## config.mk

```make
export PLATFORM = sky130hd
export DESIGN_NAME = hex_display_scanner
export DESIGN_NICKNAME = d
export VERILOG_FILES = /design/src/rtl/hex_display_scanner.sv
export SDC_FILE = /design/constraint.sdc
export NUM_CORES = 1
export LEC_CHECK = 0
export BUFFER_PORTS_ARGS = -buffer_cell sky130_fd_sc_hd__buf_2
export CORE_ASPECT_RATIO = 0.7
export CORE_MARGIN = 5
export CORE_UTILIZATION = 25
export CTS_BUF_LIST = sky130_fd_sc_hd__clkbuf_8
export CTS_CLUSTER_DIAMETER = 40
export DETAILED_ROUTE_END_ITERATION = 8
export PLACE_DENSITY = 0.37
export SYNTH_ARGS = -nofsm -noshare
export SYNTH_HDL_FRONTEND = slang
export SYNTH_SLANG_ARGS = --single-unit
```

## constraint.sdc

```tcl
create_clock -name clk -period 5.2 [get_ports clk]
set_input_delay 0.78 -clock clk [delete_from_list [all_inputs] [get_ports clk]]
set_output_delay 0.78 -clock clk [all_outputs]
set_load 0.1 [all_outputs]
```

## src/rtl/hex_display_scanner.sv

```systemverilog
// Time-multiplexed scan controller for a multi-digit 7-segment display.
// Holds a display value loaded through a valid/ready handshake and presents one
// nibble per scan slot with an active-low digit select. It also does leading-zero
// blanking and whole-display blinking. New values are staged in a pending register
// and applied only on a frame boundary, so a frame never mixes old and new digits.
module hex_display_scanner #(
    parameter int unsigned NUM_DIGITS   = 4,
    parameter int unsigned REFRESH_DIV  = 50000,
    parameter int unsigned BLINK_FRAMES = 128
) (
    input  logic                    clk,
    input  logic                    rst_n,
    input  logic                    load_valid,
    output logic                    load_ready,
    input  logic [4*NUM_DIGITS-1:0] load_data,
    input  logic                    load_blz,
    input  logic                    blink_en,
    output logic [3:0]              hex_num,
    output logic [NUM_DIGITS-1:0]   digit_sel_n,
    output logic                    blank
);

    localparam int unsigned DataW  = 4 * NUM_DIGITS;
    localparam int unsigned DivW   = $clog2(REFRESH_DIV);
    localparam int unsigned IdxW   = $clog2(NUM_DIGITS);
    localparam int unsigned FrameW = (BLINK_FRAMES > 1) ? $clog2(BLINK_FRAMES) : 1;

    localparam logic [DivW-1:0]   DivLast   = DivW'(REFRESH_DIV - 1);
    localparam logic [IdxW-1:0]   IdxLast   = IdxW'(NUM_DIGITS - 1);
    localparam logic [FrameW-1:0] FrameLast = FrameW'(BLINK_FRAMES - 1);

    // Scan and blink timing state
    logic [DivW-1:0]   div_q, div_d;
    logic [IdxW-1:0]   idx_q, idx_d;
    logic [FrameW-1:0] frame_cnt_q, frame_cnt_d;
    logic              blink_phase_q, blink_phase_d;

    // Displayed value and staged value
    logic [DataW-1:0]  disp_q, disp_d;
    logic              disp_blz_q, disp_blz_d;
    logic [DataW-1:0]  pend_q, pend_d;
    logic              pend_blz_q, pend_blz_d;
    logic              pend_full_q, pend_full_d;

    // Registered outputs
    logic [3:0]            hex_num_q, hex_num_d;
    logic [NUM_DIGITS-1:0] sel_n_q, sel_n_d;
    logic                  blank_q, blank_d;

    // Decode helpers
    logic                  div_last;
    logic                  idx_last;
    logic                  frame_end;
    logic                  accept;
    logic [3:0]            cur_nibble;
    logic [NUM_DIGITS-1:0] upper_zero;
    logic                  lz_blank;
    logic                  blink_blank;

    assign load_ready = ~pend_full_q;
    assign accept     = load_valid & load_ready;

    assign div_last  = (div_q == DivLast);
    assign idx_last  = (idx_q == IdxLast);
    assign frame_end = div_last & idx_last;

    // Slot timing: divider, digit index, frame counter and blink phase
    always_comb begin
        div_d         = div_q;
        idx_d         = idx_q;
        frame_cnt_d   = frame_cnt_q;
        blink_phase_d = blink_phase_q;

        if (div_last) begin
            div_d = '0;
            if (idx_last) begin
                idx_d = '0;
            end else begin
                idx_d = idx_q + 1'b1;
            end
        end else begin
            div_d = div_q + 1'b1;
        end

        if (frame_end) begin
            if (frame_cnt_q == FrameLast) begin
                frame_cnt_d   = '0;
                blink_phase_d = ~blink_phase_q;
            end else begin
                frame_cnt_d = frame_cnt_q + 1'b1;
            end
        end
    end

    // Load path: capture into pending, promote to display only on a frame boundary
    always_comb begin
        disp_d      = disp_q;
        disp_blz_d  = disp_blz_q;
        pend_d      = pend_q;
        pend_blz_d  = pend_blz_q;
        pend_full_d = pend_full_q;

        // accept implies pend empty, so these two branches never overlap; an accept
        // on the boundary cycle therefore waits for the following boundary
        if (frame_end && pend_full_q) begin
            disp_d      = pend_q;
            disp_blz_d  = pend_blz_q;
            pend_full_d = 1'b0;
        end else if (accept) begin
            pend_d      = load_data;
            pend_blz_d  = load_blz;
            pend_full_d = 1'b1;
        end
    end

    // Select the nibble of the current slot
    always_comb begin
        cur_nibble = 4'h0;
        for (int i = 0; i < int'(NUM_DIGITS); i++) begin
            if (idx_q == IdxW'(i)) begin
                cur_nibble = disp_q[4*i +: 4];
            end
        end
    end

    // upper_zero[i] is set when digit i and every more significant digit are zero
    always_comb begin
        upper_zero = '0;
        upper_zero[NUM_DIGITS-1] = (disp_q[DataW-1 -: 4] == 4'h0);
        for (int i = int'(NUM_DIGITS) - 2; i >= 0; i--) begin
            upper_zero[i] = upper_zero[i+1] & (disp_q[4*i +: 4] == 4'h0);
        end
    end

    // Blank decision: leading zero (never digit 0) or blink off-phase
    always_comb begin
        lz_blank = 1'b0;
        for (int i = 1; i < int'(NUM_DIGITS); i++) begin
            if (idx_q == IdxW'(i)) begin
                lz_blank = disp_blz_q & upper_zero[i];
            end
        end
        blink_blank = blink_en & blink_phase_q;
    end

    // Next output values from current state; hex_num keeps the real nibble even when blanked
    always_comb begin
        hex_num_d = cur_nibble;
        blank_d   = lz_blank | blink_blank;
        sel_n_d   = '1;
        if (!blank_d) begin
            for (int i = 0; i < int'(NUM_DIGITS); i++) begin
                if (idx_q == IdxW'(i)) begin
                    sel_n_d[i] = 1'b0;
                end
            end
        end
    end

    // State and output registers
    always_ff @(posedge clk or negedge rst_n) begin
        if (!rst_n) begin
            div_q         <= '0;
            idx_q         <= '0;
            frame_cnt_q   <= '0;
            blink_phase_q <= 1'b0;
            disp_q        <= '0;
            disp_blz_q    <= 1'b0;
            pend_q        <= '0;
            pend_blz_q    <= 1'b0;
            pend_full_q   <= 1'b0;
            hex_num_q     <= 4'h0;
            sel_n_q       <= '1;
            blank_q       <= 1'b1;
        end else begin
            div_q         <= div_d;
            idx_q         <= idx_d;
            frame_cnt_q   <= frame_cnt_d;
            blink_phase_q <= blink_phase_d;
            disp_q        <= disp_d;
            disp_blz_q    <= disp_blz_d;
            pend_q        <= pend_d;
            pend_blz_q    <= pend_blz_d;
            pend_full_q   <= pend_full_d;
            hex_num_q     <= hex_num_d;
            sel_n_q       <= sel_n_d;
            blank_q       <= blank_d;
        end
    end

    assign hex_num     = hex_num_q;
    assign digit_sel_n = sel_n_q;
    assign blank       = blank_q;

endmodule

```

==> impl_metrics.ini <==
[worst_setup_path]
crit_family = simple AND/OR/NAND/NOR gates
crit_chain = ha_1, and4_1, and4_1, nand2_8, mux2_4
crit_top_cell = and4_1
cpPeakStageDelay_ns = 0.50
critPathSlowestCell = and4_1
worstSetupPathType = register to register
crit_arrival_ns = 2.46
worst-path-buf-inv = 0
required_ns = 5.42
crit_path_end_kind = register
cp_max_fo = 18
cp-start-kind = register

[pwr]
vdd_drop_max_mv = 0.1193
cellLeakagePower_nw = 1.707
powerDensity_nw_per_um2 = 330.6

[clocking]
h-tree-depth = 3
cts_setup_buffers = 0
clk_path_buf_depth = 2
path_clk_slew_ns = 0.07
insertion_delay_ns = 0.34
cts_repair_resize_count = 0
cts_buffers = 9
cts_hold_buffers = 0
root_buffer = clkbuf_8
clkSinkCount = 70
cts_tree = done

[logic_synthesis]
synthFlopType = dfrtp_1
ys_warn_count = 0
avgSynthCellArea_um2 = 12.87
ys_ff_latch = 70
synthDistinctLibCells = 39
synth_common_cells = dfrtp_1 (65), mux2_2 (27), nand2_1 (18)
yosysMostFrequentCell = dfrtp_1
synth.largest_area_cell = dfrtp_1
synth-edff-count = 0
synth_top_area_share_pct = 52.44
syn_area_um2 = 3102
synthTopCellsByArea = dfrtp_1 (52%), mux2_2 (9.8%), mux2_4 (4.4%)
syn_inst = 241
yosysSeqAreaShare_pct = 56.68
syn_nets = 268
async_flop_share_pct = 100.0

[timing]
hold_viol = 0
rsz0062_at_grt = no
slew_viol_final = 0
fmax_mhz = 447.2
finalSetupViolCount = 0
tns_ns = 0
finalClockSkew_ns = 0.01240
slew_headroom_pct = 34.32
fin_crit_sh_pct = 43.00
tightest_slew_ns = 0.9852
period_needed_ns = 2.236
hold_ws_ns = 0.4723

[global_routing]
grt_pass1_wl_mm = 10.34
first_global_vias = 1873
grt_max_degree = 44
grt_overflow = 0
grt.total_usage_pct = 9.164
grt_antenna_before_repair = 0

[floorplan]
floorplan.initialDensity_pct = 25.23
dieWidth_um = 143.1
rows = 34
core_area_um2 = 12290
die_area_um2 = 14770
io_pins = 31
chipHeight_um = 103.2

[route]
ant_nets = 0
wire_per_inst_um = 13.79
postRouteWirelength_mm = 6.122
dr.first_iter.drc_count = 112
routed-via-count = 1852
drt_first_pass_iters = 4
drcViolationCount = 0
vias_per_cell = 4.171

[placement]
numPortBuffers = 30
gp_congestion = 0.7813
dp_hpwl_mm = 4.508

[finish]
fillerInstances = 1245
finalNetCount = 304
drive_gt1_share_pct = 32.98
area_delta_synth_final_pct = 19.40
diodes = 0

[worst_hold_path]
hp-class = register to register

[job]
cap_violations = 0

[outcome]
status = finished clean
==> registers in the layout (all words and copies together) (netlist names) <==
| register | count |
|---|---|
| hex_num | 4 |
| div_q | 16 |
| frame_cnt_q | 7 |
| pend_blz_q | 1 |
| blank | 1 |
| idx_q | 2 |
| pend_q | 16 |
| pend_full_q | 1 |
| blink_phase_q | 1 |
| disp_q | 16 |
| disp_blz_q | 1 |
| digit_sel_n | 4 |
==> stage by stage <==
stage,utilization (%),instance area (um^2),std cells,setup WS (ns),total power [W]
2_1_floorplan,-,3102,241,3.317,0.0005930
3_3_place_gp,27.79,3417,428,3.020,0.0006176
3_5_place_dp,27.79,3417,428,2.960,0.0006178
4_1_cts,30.12,3704,444,2.949,0.001247
5_1_grt,30.12,3704,444,2.781,0.001277
6_report,30.12,3704,444,2.964,0.001224
==> report_power, final <==
group          internal [W]   total, W  switching, W
sequential         0.000561   0.000571    0.00000947
clock              0.000415   0.000619      0.000204
combinational     0.0000183  0.0000342     0.0000158
==> layout make-up <==
| class | instances | area (um^2) | share of cell area (%) |
|---|---|---|---|
| clock buffers | 9 | 123.9 | 3.345 |
| well taps | 162 | 202.7 | 5.473 |
| repair buffers | 32 | 165.2 | 4.459 |
| multi-input cells | 160 | 1276 | 34.46 |
| flip-flops and latches | 70 | 1758 | 47.47 |
| clock inverters | 7 | 162.7 | 4.392 |
| inverters | 4 | 15.01 | 0.4054 |
==> path summary, 6_finish.rpt <==
path	from	end	slack [ns]	depth (start not counted)
max	idx_q[0]	disp_q[8]	2.96	5
min	blink_phase_q	blink_phase_q	0.47	1
max reg2reg	idx_q[0]	disp_q[8]	2.96	5
min reg2reg	blink_phase_q	blink_phase_q	0.47	1
max in group asynchronous	rst_n	digit_sel_n[2]	3.63	2
min in group asynchronous	rst_n	pend_q[15]	0.60	1
==> cell families after synthesis <==
group           share of synthesized area (%)
compound gates                          4.276
xor+xnor                                5.083
fa+ha+maj                               2.420
buf+inv                                 2.178
flops                                   56.68
mux                                     14.16
simple gates                            15.21
==> metal layers <==
metal	part of all wire, %	routed length (um)	up-vias	GRT usage (%)
met1	59	3604	885	14.44
met2	36	2216	26	11.18
met4	1.5	93	0	3.287
li1	-	-	935	-
met3	3.4	207	6	3.125
met5	0	0	-	0
==> placed cells by master, fill, tap and decap left out, types with 8 or more instances in the layout <==
cell type / netlist / routed
mux2_4: 9 / 9
mux2_2: 27 / 27
nor2_1: 14 / 14
clkbuf_8: 0 / 9
xor2_1: 10 / 10
dfrtp_1: 65 / 65
xnor2_1: 8 / 8
nand2_1: 18 / 18
nand3_1: 11 / 11
buf_2: 2 / 30
No activity file was read; power rests on OpenSTA's default activity.
